### src/rtl/jtframe_dump_pkg.sv
// jtframe_dump_pkg: shared types and constants for the SDRAM dump path.
package jtframe_dump_pkg;
   typedef enum logic [2:0] {
      ST_IDLE,
      ST_REQ,
      ST_WAIT,
      ST_HOLD,
      ST_DRAIN
   } fetch_st_t;
   localparam int BYTES_PER_WORD = 4;
   localparam int WORD_STEP      = 2;
endpackage

### src/rtl/jtframe_dump_fifo.sv
// jtframe_dump_fifo: 2-entry 32-bit word buffer unpacked little-endian into bytes.
module jtframe_dump_fifo
   import jtframe_dump_pkg::*;
(
   input  logic        clk,
   input  logic        rst,
   input  logic        i_flush,
   input  logic        i_push,
   input  logic [31:0] i_din,
   input  logic        i_en,
   input  logic        i_rd,
   output logic [7:0]  o_dout,
   output logic        o_vld,
   output logic        o_pop,
   output logic        o_full,
   output logic [1:0]  o_cnt
);
   logic [31:0] r_mem [2];
   logic        r_wp, r_rp;
   logic [1:0]  r_cnt, r_idx;
   logic [31:0] w_word;

   assign w_word = r_mem[r_rp];
   assign o_vld  = (r_cnt != 2'd0) && i_en;
   assign o_pop  = i_rd && o_vld && (r_idx == 2'(BYTES_PER_WORD - 1));
   assign o_dout = o_vld ? w_word[{r_idx, 3'b000} +: 8] : 8'h00;
   assign o_full = r_cnt == 2'd2;
   assign o_cnt  = r_cnt;

   always_ff @(posedge clk)
      if (i_push) r_mem[r_wp] <= i_din;

   // flush drops the surplus bytes of the final word when the transfer ends
   always_ff @(posedge clk) begin
      if (rst || i_flush) begin
         r_wp  <= 1'b0;
         r_rp  <= 1'b0;
         r_cnt <= 2'd0;
         r_idx <= 2'd0;
      end else begin
         if (i_push) r_wp <= ~r_wp;
         if (o_pop) r_rp <= ~r_rp;
         if (i_rd && o_vld) r_idx <= r_idx + 2'd1;
         r_cnt <= r_cnt + {1'b0, i_push} - {1'b0, o_pop};
      end
   end
endmodule

### src/rtl/jtframe_sdram_dump.sv
// jtframe_sdram_dump: reads a byte range from SDRAM and serves it to the ioctl upload path.
module jtframe_sdram_dump
   import jtframe_dump_pkg::*;
#(
   parameter int AW   = 22,
   parameter int LENW = 24
)(
   input  logic            clk,
   input  logic            rst,
   input  logic            dump_req,
   input  logic [AW-1:0]   dump_addr,
   input  logic [LENW-1:0] dump_bytes,
   output logic            busy,
   output logic            done,
   output logic            err,
   output logic            sdram_req,
   output logic [AW-1:0]   sdram_addr,
   input  logic            sdram_ack,
   input  logic            data_rdy,
   input  logic [31:0]     data_read,
   input  logic            ioctl_rd,
   output logic [7:0]      ioctl_dout,
   output logic            ioctl_vld
);
   fetch_st_t       r_st, w_nxt;
   logic [AW-1:0]   r_addr;
   logic [LENW-2:0] r_fetch;
   logic [LENW-1:0] r_bytes;
   logic            r_busy, r_done, r_err;
   logic            w_start, w_push, w_take, w_last, w_room, w_pop, w_full, w_en;
   logic [1:0]      w_cnt;

   assign w_start = (r_st == ST_IDLE) && dump_req;
   assign w_push  = (r_st == ST_WAIT) && data_rdy;
   assign w_take  = ioctl_rd && ioctl_vld;
   assign w_last  = w_take && (r_bytes == LENW'(1));
   assign w_en    = r_bytes != '0;
   // room after this push, counting a pop in the same cycle
   assign w_room  = (w_cnt == 2'd0) || (w_cnt == 2'd1 && w_pop);

   jtframe_dump_fifo u_fifo (
      .clk     (clk),
      .rst     (rst),
      .i_flush (w_last),
      .i_push  (w_push),
      .i_din   (data_read),
      .i_en    (w_en),
      .i_rd    (ioctl_rd),
      .o_dout  (ioctl_dout),
      .o_vld   (ioctl_vld),
      .o_pop   (w_pop),
      .o_full  (w_full),
      .o_cnt   (w_cnt)
   );

   always_ff @(posedge clk)
      if (rst) r_st <= ST_IDLE;
      else     r_st <= w_nxt;

   always_comb begin
      w_nxt = r_st;
      case (r_st)
         ST_IDLE:  if (dump_req && dump_bytes != '0) w_nxt = ST_REQ;
         ST_REQ:   if (sdram_ack) w_nxt = ST_WAIT;
         ST_WAIT:  if (data_rdy) w_nxt = r_fetch == (LENW-1)'(1) ? ST_DRAIN : w_room ? ST_REQ : ST_HOLD;
         ST_HOLD:  if (!w_full) w_nxt = ST_REQ;
         ST_DRAIN: if (w_last) w_nxt = ST_IDLE;
         default:  w_nxt = ST_IDLE;
      endcase
   end

   always_comb begin
      sdram_req  = r_st == ST_REQ;
      sdram_addr = r_addr;
      busy       = r_busy;
      done       = r_done;
      err        = r_err;
   end

   always_ff @(posedge clk) begin
      if (rst) begin
         r_addr  <= '0;
         r_fetch <= '0;
         r_bytes <= '0;
         r_busy  <= 1'b0;
         r_done  <= 1'b0;
         r_err   <= 1'b0;
      end else begin
         r_done <= 1'b0;
         if (ioctl_rd && !ioctl_vld) r_err <= 1'b1;
         if (w_start) begin
            r_addr  <= dump_addr;
            r_fetch <= {1'b0, dump_bytes[LENW-1:2]} + (LENW-1)'(|dump_bytes[1:0]);
            r_bytes <= dump_bytes;
            r_err   <= 1'b0;
            r_busy  <= dump_bytes != '0;
            r_done  <= dump_bytes == '0;
         end
         if (w_push) begin
            r_addr  <= r_addr + AW'(WORD_STEP);
            r_fetch <= r_fetch - (LENW-1)'(1);
         end
         if (w_take) r_bytes <= r_bytes - LENW'(1);
         if (w_last) begin
            r_busy <= 1'b0;
            r_done <= 1'b1;
         end
      end
   end
endmodule

### config.mk
export PLATFORM = sky130hd
export DESIGN_NAME = jtframe_sdram_dump
export DESIGN_NICKNAME = d
export VERILOG_FILES = /design/src/rtl/jtframe_dump_pkg.sv /design/src/rtl/jtframe_dump_fifo.sv /design/src/rtl/jtframe_sdram_dump.sv
export SDC_FILE = /design/constraint.sdc
export NUM_CORES = 1
export LEC_CHECK = 0
export CORE_UTILIZATION = 45
export CTS_BUF_LIST = sky130_fd_sc_hd__clkbuf_16
export DETAILED_ROUTE_END_ITERATION = 8
export GPL_TIMING_DRIVEN = 0
export PLACE_DENSITY = 0.8
export REMOVE_ABC_BUFFERS = 1
export SLEW_MARGIN = 20
export SYNTH_ARGS = -nofsm -noshare
export SYNTH_HDL_FRONTEND = slang
export SYNTH_SLANG_ARGS = --single-unit
### constraint.sdc
create_clock -name clk -period 5.8 [get_ports clk]
set_input_delay 1.74 -clock clk [delete_from_list [all_inputs] [get_ports clk]]
set_output_delay 1.74 -clock clk [all_outputs]
set_load 0.01 [all_outputs]
==> metrics.md <==
| Metric | Value |
|---|---|
| Netlist cell types | `74` |
| Hold Path Depth | `2` |
| Starting DRC count in detailed routing | `601` |
| Worst slew pin tran | `0.935 ns` |
| Avg Synthesized Cell Area | `10.1 sq um` |
| Largest net degree at the start of global routing | `59` |
| Multiplexer area fraction after synthesis | `6.40%` |
| Total track usage | `23.1%` |
| Leakage | `3.11 nW` |
| Slew Viols, Final | `0` |
| Post-synth ARST share | `0%` |
| Worst Path Max Fanout | `13` |
| Clk Tree Root Cell | `clkbuf_16` |
| Clock Power Share | `39.0%` |
| Drt wl/cell | `18.3 microns` |
| Most common cell after layout, fill and taps aside | `clkdlybuf4s50_1` |
| Net Sw Frac | `30.0%` |
| Clock skew | `0.00725 ns` |
| Status | `completed` |
| Initial antenna violation count | `0` |
| Tot Pwr | `2.83 mW` |
| Die Y | `132 microns` |
| Detailed-route DRC error count | `0` |
| Core box area | `16500 sq um` |
| DRT Wirelength | `19.7 mm` |
| CP required | `4.06 ns` |
| Startpoint class of the critical path | `flip-flop` |
| Min Tclk post-route | `5.31 ns` |
| GP Congestion | `0.869` |
| P&R area growth vs syn | `26.0%` |
| Worst VDD drop | `0.000217 V` |
| Top_reg_cell synth | `dfxtp_1` |
| Sequential area share after synthesis | `47.0%` |
| Worst skew pair latency | `0.43 ns` |
| Crit end category | `output port` |
| Number of global-route vias before repair | `6331` |
| Synth Area in Compound Gates | `19.5%` |
| Reg2Reg Depth | `10` |
| Vias per inst | `6.22` |
| Most frequent cells in the layout | `clkdlybuf4s50_1 (117), dfxtp_1 (81), edfxtp_1 (64)` |
| Starting Density | `45.9%` |
| Area of the multi-input gates | `3740 sq um` |
| Clk buf depth | `2` |
| # port buffers | `118` |
| Post-synthesis simple-gate area fraction | `19.0%` |
| Final setup viols | `0` |
| # diodes | `0` |
| Maxcap violations | `0` |
| Post-Syn Instances | `752` |
| First-pass GRT wire length | `31.8 mm` |
| Endpoints failing hold | `0` |
| Reg clk slew, reported paths | `0.06 ns` |
| CTS resizes | `0` |
| Total gr overflow | `0` |
| Final Cycle Share | `91.6%` |
| Fmax | `188 MHz` |
| Hold Buf Count CTS | `0` |
| Htree depth | `4` |
| TritonCTS sink count | `146` |
| Worst hold path type | `reg -> reg` |
| Placed cells | `1049` |
| TritonCTS clock tree | `yes` |
| XOR/XNOR share of the synthesized area | `2.31%` |
| Via count | `6720` |
| Critical path class | `reg -> out` |
| Internal power | `1.98 mW` |
| Slew margin rel. | `37.6%` |
| Total CTS buffers | `17` |
| Critical path arrival | `3.57 ns` |
| Register area | `3560 sq um` |
| Die width | `132 microns` |
| Setup tns final | `0 ns` |
| Post-CTS Repair Setup Buffers | `0` |
| Synthesized flop and latch total | `146` |
| Remaining antenna violation count | `0` |
| Row Count | `47` |
| RSZ-0062 raised after global routing | `no` |
| Main combinational cell family by area after synthesis | `compound AO/OA/AOI/OAI gates` |
| Drt pass-1 iters | `5` |
| Final net count | `942` |
| Power Density | `296 nW/um^2` |
| I/O pin count | `119` |
| Die ar. | `17400 sq um` |
| Fillers | `1366` |
| Layout Cells excl Fill | `1081` |
| Synth Area in Adders | `1.65%` |
| EDFF count, synth | `64` |
| P_sw | `0.849 mW` |
| Cell Area, Synth | `7580 sq um` |
| Share of layout cells above drive strength 1 | `11.0%` |
| Combinational power share | `18.5%` |
| YS warnings | `0` |
| Sequential share of power | `42.5%` |
| DP HPWL | `13.4 mm` |
## path summary, 6_finish.rpt
path	slack, ns	endpoint	startpoint
worst min register to register	0.45	sdram_addr[0]$_SDFFE_PP0P_	sdram_addr[0]$_SDFFE_PP0P_
worst min-delay path	0.45	sdram_addr[0]$_SDFFE_PP0P_	sdram_addr[0]$_SDFFE_PP0P_
worst max-delay path	0.49	ioctl_dout[0]	r_bytes[8]$_SDFFE_PP0P_
worst max register to register	2.23	u_fifo.o_cnt[1]$_SDFF_PP0_	r_bytes[8]$_SDFFE_PP0P_
## per-layer routing
layer	part of all wire, %	up-vias	track usage [%]	wire, microns
li1	-	3178	-	-
met1	42	3236	28.9	8260
met2	48	283	38.5	9570
met3	8.2	23	6.38	1610
met4	1.5	0	7.43	302
met5	0	-	0	0
## power by group through the flow
| stage | registers (mW) | clock network (mW) | logic (mW) |
|---|---|---|---|
| finish | 1.20 | 1.10 | 0.524 |
| floorplan | 1.21 | 0 | 0.299 |
| CTS | 1.20 | 1.12 | 0.520 |
| detailed placement | 1.22 | 0 | 0.516 |
| global route | 1.21 | 1.16 | 0.570 |
| global placement | 1.22 | 0 | 0.501 |
## cell type report
cell class	count	share of cell area (%)
Clock buffer	17	4.45
Multi-Input combinational cell	531	39.2
Timing Repair Buffer	130	13.6
Inverter	22	0.864
Sequential cell	146	37.3
Clock inverter	15	1.74
Tap cell	220	2.88
## logic make-up (layout without fill, tap and decap cells)
family	count (synthesis)	count (layout)
muxes	28	28
AOI/OAI and AO/OA	205	205
DFF	146	146
xor gates and xnor gates	20	20
adders and majority gates	10	10
and+or+nand+nor	268	268
buffers and inverters	75	184
## sequential cells by signal (all words and copies together), names as in the netlist, named ones only
name / cells
done: 1
u_fifo.o_cnt: 2
u_fifo.r_idx: 2
u_fifo.r_mem: 64
busy: 1
u_fifo.r_rp: 1
u_fifo.r_wp: 1
sdram_addr: 22
err: 1
r_st: 3
r_fetch: 23
r_bytes: 24
## per-stage QoR
| step | hold slack (ns) | utilization (%) | cell area (sq um) | setup slack, ns |
|---|---|---|---|---|
| floorplan | 0.444 | - | 7360 | -2.68 |
| global placement | 0.443 | 53.3 | 8810 | -8.12 |
| detailed placement | 0.446 | 54.3 | 8960 | 0.947 |
| CTS | 0.455 | 57.8 | 9560 | 0.473 |
| global route | 0.475 | 57.8 | 9560 | 0.261 |
| finish | 0.452 | 57.8 | 9560 | 0.490 |
## worst max-delay path: stages (launching register included)
cell and delay, ns:
dfxtp_1 0.34, nor4_1 0.52, nand4_1 0.77, o22ai_2 0.82, nor2_1 0.18, clkdlybuf4s50_1 0.52
## cell usage after synthesis (all sizes together), types with 9 or more instances
cell | count | share of area [%]
mux4 | 16 | 4.8
a31oi | 25 | 2.1
buf | 13 | 1.0
nor2 | 53 | 2.6
a21oi | 41 | 2.7
clkbuf | 40 | 2.0
a211oi | 10 | 0.99
nand2 | 52 | 2.6
ha | 10 | 1.6
dfxtp | 82 | 22
a221oi | 10 | 1.3
inv | 22 | 1.1
xnor2 | 14 | 1.6
o21ai | 32 | 2.5
nand3 | 25 | 1.6
nor4 | 22 | 1.9
nor3 | 27 | 1.8
o311ai | 9 | 1.0
or4 | 17 | 1.8
edfxtp | 64 | 25
nand4 | 15 | 1.2
or3 | 16 | 1.3
o211ai | 18 | 1.8
No activity file was read; power rests on OpenSTA's default activity.
